## src/rtl/debug_unit_if.sv

```systemverilog
// debug_unit_if: UART, CPU-control and dump bus of the debug unit.
// Signals:
//   rx_data/rx_done          received UART byte and its one-cycle valid pulse
//   tx_Data/tx_start/tx_done byte to send, send request, transmit-complete pulse
//   halt_flag/current_PC/clock_count  CPU status
//   IM_Addr/IM_Data/IM_We    instruction memory write port
//   RB_Addr/RB_Data          register bank read port (data one cycle after address)
//   DM_Addr/DM_Data          data memory read port (data one cycle after address)
//   clock_enable/o_rst       CPU clock enable and active-high CPU reset
// Modports: master = debug unit, slave = UART/CPU side.
interface debug_unit_if #(
    parameter int NBITS     = 32,
    parameter int BYTE      = 8,
    parameter int IM_ADDR_W = 8,
    parameter int DM_ADDR_W = 5,
    parameter int RBITS     = 5
);
    logic [BYTE-1:0]      rx_data;
    logic                 rx_done;
    logic                 tx_done;
    logic                 halt_flag;
    logic [NBITS-1:0]     current_PC;
    logic [NBITS-1:0]     clock_count;
    logic [NBITS-1:0]     RB_Data;
    logic [NBITS-1:0]     DM_Data;
    logic [IM_ADDR_W-1:0] IM_Addr;
    logic [NBITS-1:0]     IM_Data;
    logic                 IM_We;
    logic [RBITS-1:0]     RB_Addr;
    logic [DM_ADDR_W-1:0] DM_Addr;
    logic [BYTE-1:0]      tx_Data;
    logic                 tx_start;
    logic                 clock_enable;
    logic                 o_rst;

    modport master (
        input  rx_data, rx_done, tx_done, halt_flag, current_PC, clock_count, RB_Data, DM_Data,
        output IM_Addr, IM_Data, IM_We, RB_Addr, DM_Addr, tx_Data, tx_start, clock_enable, o_rst
    );
    modport slave (
        output rx_data, rx_done, tx_done, halt_flag, current_PC, clock_count, RB_Data, DM_Data,
        input  IM_Addr, IM_Data, IM_We, RB_Addr, DM_Addr, tx_Data, tx_start, clock_enable, o_rst
    );
endinterface

```

## src/rtl/debug_unit.sv

```systemverilog
// debug_unit: UART-driven program loader, run/step controller and state dumper for a CPU.
// Ports:
//   clk    rising-edge clock
//   reset  asynchronous active-low reset
//   bus    debug_unit_if.master (UART bytes, CPU status, IM write, RB/DM read, CPU control)
// Commands in IDLE: 'L' load program, 'C' run until halt, 'S' single step, 'D' dump.
// Optional macro BREAKPOINT_EN adds 'B' (load a breakpoint PC) and a PC-match exit from RUN.
module debug_unit #(
    parameter int NBITS     = 32,
    parameter int BYTE      = 8,
    parameter int IM_DEPTH  = 256,
    parameter int DM_DEPTH  = 32,
    parameter int BANK_SIZE = 32,
    parameter int IM_ADDR_W = 8,
    parameter int DM_ADDR_W = 5,
    parameter int RBITS     = 5
) (
    input logic         clk,
    input logic         reset,
    debug_unit_if.master bus
);
    localparam int NB     = NBITS / BYTE;
    localparam int BW     = $clog2(NB);
    localparam int NWORDS = 2 + BANK_SIZE + DM_DEPTH;
    localparam int DW     = $clog2(NWORDS);

    localparam logic [2:0] IDLE       = 3'd0;
    localparam logic [2:0] LOAD       = 3'd1;
    localparam logic [2:0] WRITE      = 3'd2;
    localparam logic [2:0] RUN        = 3'd3;
    localparam logic [2:0] STEP       = 3'd4;
    localparam logic [2:0] DUMP_SETUP = 3'd5;
    localparam logic [2:0] DUMP_WAIT  = 3'd6;
    localparam logic [2:0] DUMP_TX    = 3'd7;

    localparam logic [BYTE-1:0] CMD_L = BYTE'('h4C);
    localparam logic [BYTE-1:0] CMD_C = BYTE'('h43);
    localparam logic [BYTE-1:0] CMD_S = BYTE'('h53);
    localparam logic [BYTE-1:0] CMD_D = BYTE'('h44);

    localparam logic [IM_ADDR_W:0] IM_LAST   = (IM_ADDR_W + 1)'(IM_DEPTH - 1);
    localparam logic [BW-1:0]      BYTE_LAST = BW'(NB - 1);
    localparam logic [DW-1:0]      WORD_LAST = DW'(NWORDS - 1);
    localparam logic [DW-1:0]      RB_FIRST  = DW'(2);
    localparam logic [DW-1:0]      DM_FIRST  = DW'(2 + BANK_SIZE);

    logic [2:0]         state;
    logic [NBITS-1:0]   word;
    logic [NBITS-1:0]   tx_word;
    logic [BW-1:0]      byte_cnt;
    logic [IM_ADDR_W:0] wr_idx;
    logic [DW-1:0]      dump_idx;
    logic               pending;
    logic               halted;
    logic               o_rst_q;

`ifdef BREAKPOINT_EN
    logic [NBITS-1:0]   bp;
    logic               bp_valid;
    logic               bp_load;
`endif

    logic [NBITS-1:0]   nxt_word;
    logic [NBITS-1:0]   dump_word;
    logic               last_byte;
    logic               in_rb;
    logic               in_dm;
    logic               wr_done;
    logic               run_exit;

    // Bytes arrive LSB first, so each new byte enters at the top and shifts down.
    assign nxt_word  = {bus.rx_data, word[NBITS-1:BYTE]};
    assign last_byte = byte_cnt == BYTE_LAST;
    assign in_rb     = dump_idx >= RB_FIRST && dump_idx < DM_FIRST;
    assign in_dm     = dump_idx >= DM_FIRST;
    assign wr_done   = word == '1 || wr_idx == IM_LAST;
    assign dump_word = dump_idx == '0 ? bus.current_PC :
                       dump_idx == DW'(1) ? bus.clock_count :
                       in_rb ? bus.RB_Data : bus.DM_Data;
`ifdef BREAKPOINT_EN
    assign run_exit  = bus.halt_flag || (bp_valid && bus.current_PC == bp);
`else
    assign run_exit  = bus.halt_flag;
`endif

    // Strobes decode straight from state so a reset kills them in the same instant.
    assign bus.IM_We        = state == WRITE;
    assign bus.IM_Addr      = wr_idx[IM_ADDR_W] ? '1 : wr_idx[IM_ADDR_W-1:0];
    assign bus.IM_Data      = word;
    assign bus.RB_Addr      = in_rb ? RBITS'(dump_idx - RB_FIRST) : '0;
    assign bus.DM_Addr      = in_dm ? DM_ADDR_W'(dump_idx - DM_FIRST) : '0;
    assign bus.tx_Data      = tx_word[BYTE-1:0];
    assign bus.tx_start     = state == DUMP_TX && !pending;
    assign bus.clock_enable = state == RUN || state == STEP;
    assign bus.o_rst        = o_rst_q;

    always_ff @(posedge clk or negedge reset) begin
        if (!reset) begin
            state    <= IDLE;
            word     <= '0;
            tx_word  <= '0;
            byte_cnt <= '0;
            wr_idx   <= '0;
            dump_idx <= '0;
            pending  <= 1'b0;
            halted   <= 1'b0;
            o_rst_q  <= 1'b1;
`ifdef BREAKPOINT_EN
            bp       <= '0;
            bp_valid <= 1'b0;
            bp_load  <= 1'b0;
`endif
        end else begin
            case (state)
                IDLE: if (bus.rx_done) begin
                    if (bus.rx_data == CMD_L) begin
                        state    <= LOAD;
                        wr_idx   <= '0;
                        byte_cnt <= '0;
                        o_rst_q  <= 1'b1;
                        halted   <= 1'b0;
`ifdef BREAKPOINT_EN
                        bp_valid <= 1'b0;
`endif
                    end else if (bus.rx_data == CMD_C && !halted) state <= RUN;
                    else if (bus.rx_data == CMD_S && !halted) state <= STEP;
                    else if (bus.rx_data == CMD_D) state <= DUMP_SETUP;
`ifdef BREAKPOINT_EN
                    else if (bus.rx_data == BYTE'('h42)) begin
                        state    <= LOAD;
                        byte_cnt <= '0;
                        bp_load  <= 1'b1;
                    end
`endif
                end
                LOAD: if (bus.rx_done) begin
                    word     <= nxt_word;
                    byte_cnt <= byte_cnt + 1'b1;
`ifdef BREAKPOINT_EN
                    if (last_byte && bp_load) begin
                        bp       <= nxt_word;
                        bp_valid <= 1'b1;
                        bp_load  <= 1'b0;
                        state    <= IDLE;
                    end else if (last_byte) state <= WRITE;
`else
                    if (last_byte) state <= WRITE;
`endif
                end
                WRITE: begin
                    wr_idx <= wr_idx + 1'b1;
                    state  <= wr_done ? IDLE : LOAD;
                    if (wr_done) o_rst_q <= 1'b0;
                end
                RUN: if (run_exit) state <= DUMP_SETUP;
                STEP: state <= DUMP_SETUP;
                DUMP_SETUP: state <= DUMP_WAIT;
                DUMP_WAIT: begin
                    tx_word  <= dump_word;
                    byte_cnt <= '0;
                    state    <= DUMP_TX;
                end
                DUMP_TX: if (!pending) pending <= 1'b1;
                else if (bus.tx_done) begin
                    pending  <= 1'b0;
                    tx_word  <= tx_word >> BYTE;
                    byte_cnt <= byte_cnt + 1'b1;
                    if (last_byte && dump_idx == WORD_LAST) begin
                        dump_idx <= '0;
                        halted   <= halted | bus.halt_flag;
                        state    <= IDLE;
                    end else if (last_byte) begin
                        dump_idx <= dump_idx + 1'b1;
                        state    <= DUMP_SETUP;
                    end
                end
                default: state <= IDLE;
            endcase
        end
    end
endmodule

```

## src/flat_wrapper.sv

```systemverilog
// flat-port wrapper written by rule: the top's interface ports become plain ports
module debug_unit_flat 
#(
    parameter int NBITS     = 32,
    parameter int BYTE      = 8,
    parameter int IM_DEPTH  = 256,
    parameter int DM_DEPTH  = 32,
    parameter int BANK_SIZE = 32,
    parameter int IM_ADDR_W = 8,
    parameter int DM_ADDR_W = 5,
    parameter int RBITS     = 5
)
  (clk, reset, bus_rx_data, bus_rx_done, bus_tx_done, bus_halt_flag, bus_current_PC, bus_clock_count, bus_RB_Data, bus_DM_Data, bus_IM_Addr, bus_IM_Data, bus_IM_We, bus_RB_Addr, bus_DM_Addr, bus_tx_Data, bus_tx_start, bus_clock_enable, bus_o_rst);
  debug_unit_if #(.NBITS(NBITS), .BYTE(BYTE), .IM_ADDR_W(IM_ADDR_W), .DM_ADDR_W(DM_ADDR_W), .RBITS(RBITS)) bus_i ();
  input logic clk;
  input logic reset;
  input wire logic [$bits(bus_i.rx_data)-1:0] bus_rx_data;
  input wire logic [$bits(bus_i.rx_done)-1:0] bus_rx_done;
  input wire logic [$bits(bus_i.tx_done)-1:0] bus_tx_done;
  input wire logic [$bits(bus_i.halt_flag)-1:0] bus_halt_flag;
  input wire logic [$bits(bus_i.current_PC)-1:0] bus_current_PC;
  input wire logic [$bits(bus_i.clock_count)-1:0] bus_clock_count;
  input wire logic [$bits(bus_i.RB_Data)-1:0] bus_RB_Data;
  input wire logic [$bits(bus_i.DM_Data)-1:0] bus_DM_Data;
  output wire logic [$bits(bus_i.IM_Addr)-1:0] bus_IM_Addr;
  output wire logic [$bits(bus_i.IM_Data)-1:0] bus_IM_Data;
  output wire logic [$bits(bus_i.IM_We)-1:0] bus_IM_We;
  output wire logic [$bits(bus_i.RB_Addr)-1:0] bus_RB_Addr;
  output wire logic [$bits(bus_i.DM_Addr)-1:0] bus_DM_Addr;
  output wire logic [$bits(bus_i.tx_Data)-1:0] bus_tx_Data;
  output wire logic [$bits(bus_i.tx_start)-1:0] bus_tx_start;
  output wire logic [$bits(bus_i.clock_enable)-1:0] bus_clock_enable;
  output wire logic [$bits(bus_i.o_rst)-1:0] bus_o_rst;
  assign bus_i.rx_data = bus_rx_data;
  assign bus_i.rx_done = bus_rx_done;
  assign bus_i.tx_done = bus_tx_done;
  assign bus_i.halt_flag = bus_halt_flag;
  assign bus_i.current_PC = bus_current_PC;
  assign bus_i.clock_count = bus_clock_count;
  assign bus_i.RB_Data = bus_RB_Data;
  assign bus_i.DM_Data = bus_DM_Data;
  assign bus_IM_Addr = bus_i.IM_Addr;
  assign bus_IM_Data = bus_i.IM_Data;
  assign bus_IM_We = bus_i.IM_We;
  assign bus_RB_Addr = bus_i.RB_Addr;
  assign bus_DM_Addr = bus_i.DM_Addr;
  assign bus_tx_Data = bus_i.tx_Data;
  assign bus_tx_start = bus_i.tx_start;
  assign bus_clock_enable = bus_i.clock_enable;
  assign bus_o_rst = bus_i.o_rst;
  debug_unit #(.NBITS(NBITS), .BYTE(BYTE), .IM_DEPTH(IM_DEPTH), .DM_DEPTH(DM_DEPTH), .BANK_SIZE(BANK_SIZE), .IM_ADDR_W(IM_ADDR_W), .DM_ADDR_W(DM_ADDR_W), .RBITS(RBITS)) u_core (.clk(clk), .reset(reset), .bus(bus_i));
endmodule
```

## config.mk

```make
export PLATFORM = sky130hd
export DESIGN_NAME = debug_unit_flat
export DESIGN_NICKNAME = d
export VERILOG_FILES = /design/src/rtl/debug_unit_if.sv /design/src/rtl/debug_unit.sv /design/src/flat_wrapper.sv
export SDC_FILE = /design/constraint.sdc
export NUM_CORES = 1
export LEC_CHECK = 0
export ABC_AREA = 1
export CAP_MARGIN = 10
export CELL_PAD_IN_SITES_DETAIL_PLACEMENT = 1
export CELL_PAD_IN_SITES_GLOBAL_PLACEMENT = 1
export CORE_ASPECT_RATIO = 1.5
export CORE_MARGIN = 2
export CORE_UTILIZATION = 33
export CTS_BUF_LIST = sky130_fd_sc_hd__clkbuf_2 sky130_fd_sc_hd__clkbuf_4 sky130_fd_sc_hd__clkbuf_8
export DETAILED_ROUTE_END_ITERATION = 8
export GPL_ROUTABILITY_DRIVEN = 0
export GPL_TIMING_DRIVEN = 0
export HOLD_SLACK_MARGIN = 0.12
export PLACE_DENSITY = 0.85
export SYNTH_ARGS = -nofsm -noshare
export SYNTH_HDL_FRONTEND = slang
export SYNTH_SLANG_ARGS = --single-unit
```

## constraint.sdc

```tcl
create_clock -name clk -period 2.08 [get_ports clk]
set_input_delay 0.416 -clock clk [delete_from_list [all_inputs] [get_ports clk]]
set_output_delay 0.416 -clock clk [all_outputs]
set_load 0.01 [all_outputs]
```

==> run summary <==
Status - complete, but fails checks
Failing checks - setup timing
1st-iter DRT viols - 275
Syn nets - 996
Initial antenna violation count - 0
CTS tree - yes
Fmax - 461 MHz
Peak supply drop - 0.746 mV
H-tree Lvls - 3
MaxCap Viol Count - 0
All-Layer GR Usage - 24.8%
Pre-Repair DR Iteration Count - 4
Layout cells sized above 1 - 15.2%
First-pass GRT wire length - 36600 µm
Post-synth cell types - 41
Die ar. - 18800 µm²
Lkg Pwr - 4.38 nW
Synth area leader - dfrtp_1
I/O pin count - 203
Hold path start - u_core.tx_word[25]
Synthesized area per cell - 6.90 µm²
Fin nets - 1236
Hold Path Class - reg -> reg
Slew Limit Fails - 0
Via count - 6542
Required time of the critical path - 1.66 ns
PwrDens - 1010 nW/µm²
Clock tree buffer depth - 2
Hpwl dp - 18300 µm
Rows - 59
Hold Path End - u_core.tx_word[25]
Root Driver - clkbuf_8
Clk sink count - 88
Ant diodes - 0
Area delta synth->final - 50.0%
Sequential fraction of the synthesis area - 37.8%
Worst r2r src - u_core.dump_idx[1]
Grt total ovfl - 0
CP dominant cell by count - buf_4
Critical path launch point type - register
Pin count of the biggest net entering global routing - 46
TritonCTS Buffers - 9
Placed inst area - 8150 µm²
Synth Cell Area - 5830 µm²
Placed cells - 1261
Core Area - 17300 µm²
Remaining antenna violation count - 0
Worst-path cell chain - inv_2, buf_4, ha_1, nand4_1, o21ai_2, buf_4, nand2_2, inv_1, buf_2
Die H - 167 µm
Via density - 5.02
Critical Path AT - 1.75 ns
Hold path cells - 2
Final worst-path cycle share - 104%
Max transition margin - 58.3%
Final core occ - 50.5%
Crit Reg-Reg Endpoint - u_core.tx_word[19]
CP Capture Type - output pin
CP Max Fanout - 3
Setup violators final - 8
Worst R2R Path Depth - 12
Largest stage delay on the critical path - 0.42 ns
Dominant synthesized flop cell - dfrtp_1
Setup CP Type - reg -> out
Finished Layout Cells - 1302
Width of the chip - 113 µm
Async SR Flop Fraction - 100%
Leading cell types by total area after synthesis - dfrtp_1 37%, nand2_1 12%, a21oi_1 11%
Worst Skew - 0.0154 ns
EDFF count, synth - 0
Routed length per instance - 18.2 µm
Flop and latch count out of synthesis - 88
Clk_lat worst skew - 0.38 ns
Vias in the first global route - 6881
Final hold violation count - 0
Drt drc - 0
Synth Instances - 845
Highest-delay cell along the critical path - dfrtp_1
Design area - 8750 µm²
Yosys top cell area share - 37.3%
Tmin final - 2.17 ns
Routed wire length - 23700 µm
Unrepaired setup endpoints after global routing - true
Yosys warnings - 0
Least-Margin Pin Slew - 0.625 ns
FF-to-FF setup slack - 0.06 ns
Final setup margin - -0.0902 ns
Clock transition at path regs - 0.09 ns
I/O Buffers - 202
Starting Density - 33.6%
cells by family after synthesis:
logic type	synth area share, %
XOR/XNOR	1.35
buffers and inverters	14.2
multiplexers	1.16
AO/OA/AOI/OAI	16.1
AND/OR/NAND/NOR	27.3
flip-flops	37.8
adder cells (fa/ha/maj)	2.14
critical path, delay by kind of cell (launching register included):
family | cells | cell delay [ns]
compound gates | 1 | 0.18
fa+ha+maj | 1 | 0.14
buf+inv | 5 | 0.52
flops | 1 | 0.42
simple gates | 2 | 0.13
where the power goes:
part           internal [mW]  switching, mW  leakage, nW
logic                   2.12           2.30         3.24
registers               2.46          0.614         1.04
clock network          0.679          0.682        0.102
area by class of cell:
| type | instances | area (µm²) |
|---|---|---|
| inverter | 145 | 551 |
| clock buffer | 9 | 124 |
| fill | 2195 | 8590 |
| multi-input combinational | 563 | 2980 |
| sequential | 88 | 2210 |
| tap | 213 | 267 |
| timing repair buffer | 229 | 2210 |
| buffer | 49 | 313 |
| clock inverter | 6 | 92.6 |
per-layer routing:
metal  up-vias  part of all wire, %  global-route usage (%)  wire (µm)
met5         -                    0                       0          0
met1      3140                   38                    27.4       9130
met2       187                   53                    46.2      12600
met4         0                  2.8                    9.28        667
met3        27                  5.5                    4.91       1310
li1       3188                    -                       -          -
per-stage QoR:
step / setup slack, ns / TNS, ns / total power [mW] / hold slack [ns]
global placement: -2.84 / -256.14 / 7.27 / 0.466
finish: -0.0902 / -0.476 / 8.86 / 0.490
CTS: -0.109 / -0.500 / 8.88 / 0.492
global route: -0.170 / -1.36 / 9.50 / 0.514
floorplan: 0.172 / 0 / 5.28 / 0.120
detailed placement: -0.628 / -9.45 / 7.44 / 0.464
flip-flops by register name, indices dropped and copies added (netlist names):
| register | count |
|---|---|
| u_core.bus.IM_Data | 32 |
| u_core.tx_word | 32 |
| u_core.wr_idx | 9 |
| u_core.dump_idx | 7 |
| u_core.state | 3 |
| u_core.byte_cnt | 2 |
| u_core.bus.o_rst | 1 |
| u_core.halted | 1 |
| u_core.pending | 1 |
worst max path at each step:
stage / from / endpoint
after global placement: reset / u_core.bus.IM_Data[7]
after CTS: u_core.dump_idx[2] / bus_DM_Addr[1]
after floorplan: u_core.dump_idx[1] / bus_RB_Addr[0]
after global routing: u_core.dump_idx[2] / bus_DM_Addr[1]
final: u_core.dump_idx[2] / bus_DM_Addr[1]
after detailed placement: u_core.dump_idx[1] / bus_RB_Addr[1]
cells in the final DEF, fill, tap and decap left out, drive strengths merged:
| cell type | instances |
|---|---|
| a21oi | 127 |
| and2 | 2 |
| and3 | 1 |
| buf | 71 |
| bufinv | 2 |
| clkbuf | 24 |
| clkdlybuf4s15 | 1 |
| clkdlybuf4s50 | 188 |
| clkinv | 1 |
| clkinvlp | 2 |
| dfrtp | 87 |
| dfstp | 1 |
| dlygate4sd2 | 2 |
| dlygate4sd3 | 1 |
| ha | 10 |
| inv | 146 |
| mux2 | 6 |
| nand2 | 196 |
| nand3 | 40 |
| nand4 | 39 |
| nor2 | 63 |
| nor3 | 9 |
| nor3b | 2 |
| nor4 | 1 |
| o211ai | 2 |
| o21ai | 46 |
| o22ai | 7 |
| o31ai | 1 |
| or2 | 2 |
| xnor2 | 1 |
| xor2 | 8 |
synth_stat cells, types with 11 or more instances:
master,instances
inv_1,134
a21oi_1,127
buf_2,21
nand3_1,39
nand4_1,38
o21ai_1,17
clkbuf_1,11
nand2_1,193
dfrtp_1,87
nor2_1,59
o21ai_0,27
buf_4,12
what timing repair did:
| action | CTS | global route |
|---|---|---|
| hold endpoints to repair | 43 | 0 |
| setup endpoints to repair | 50 | 46 |
| pin swaps | 9 | 7 |
| setup buffers | 16 | 9 |
| hold buffers | 1 | 0 |
| resized for setup | 75 | 43 |
(Power assumes the default switching activity.)
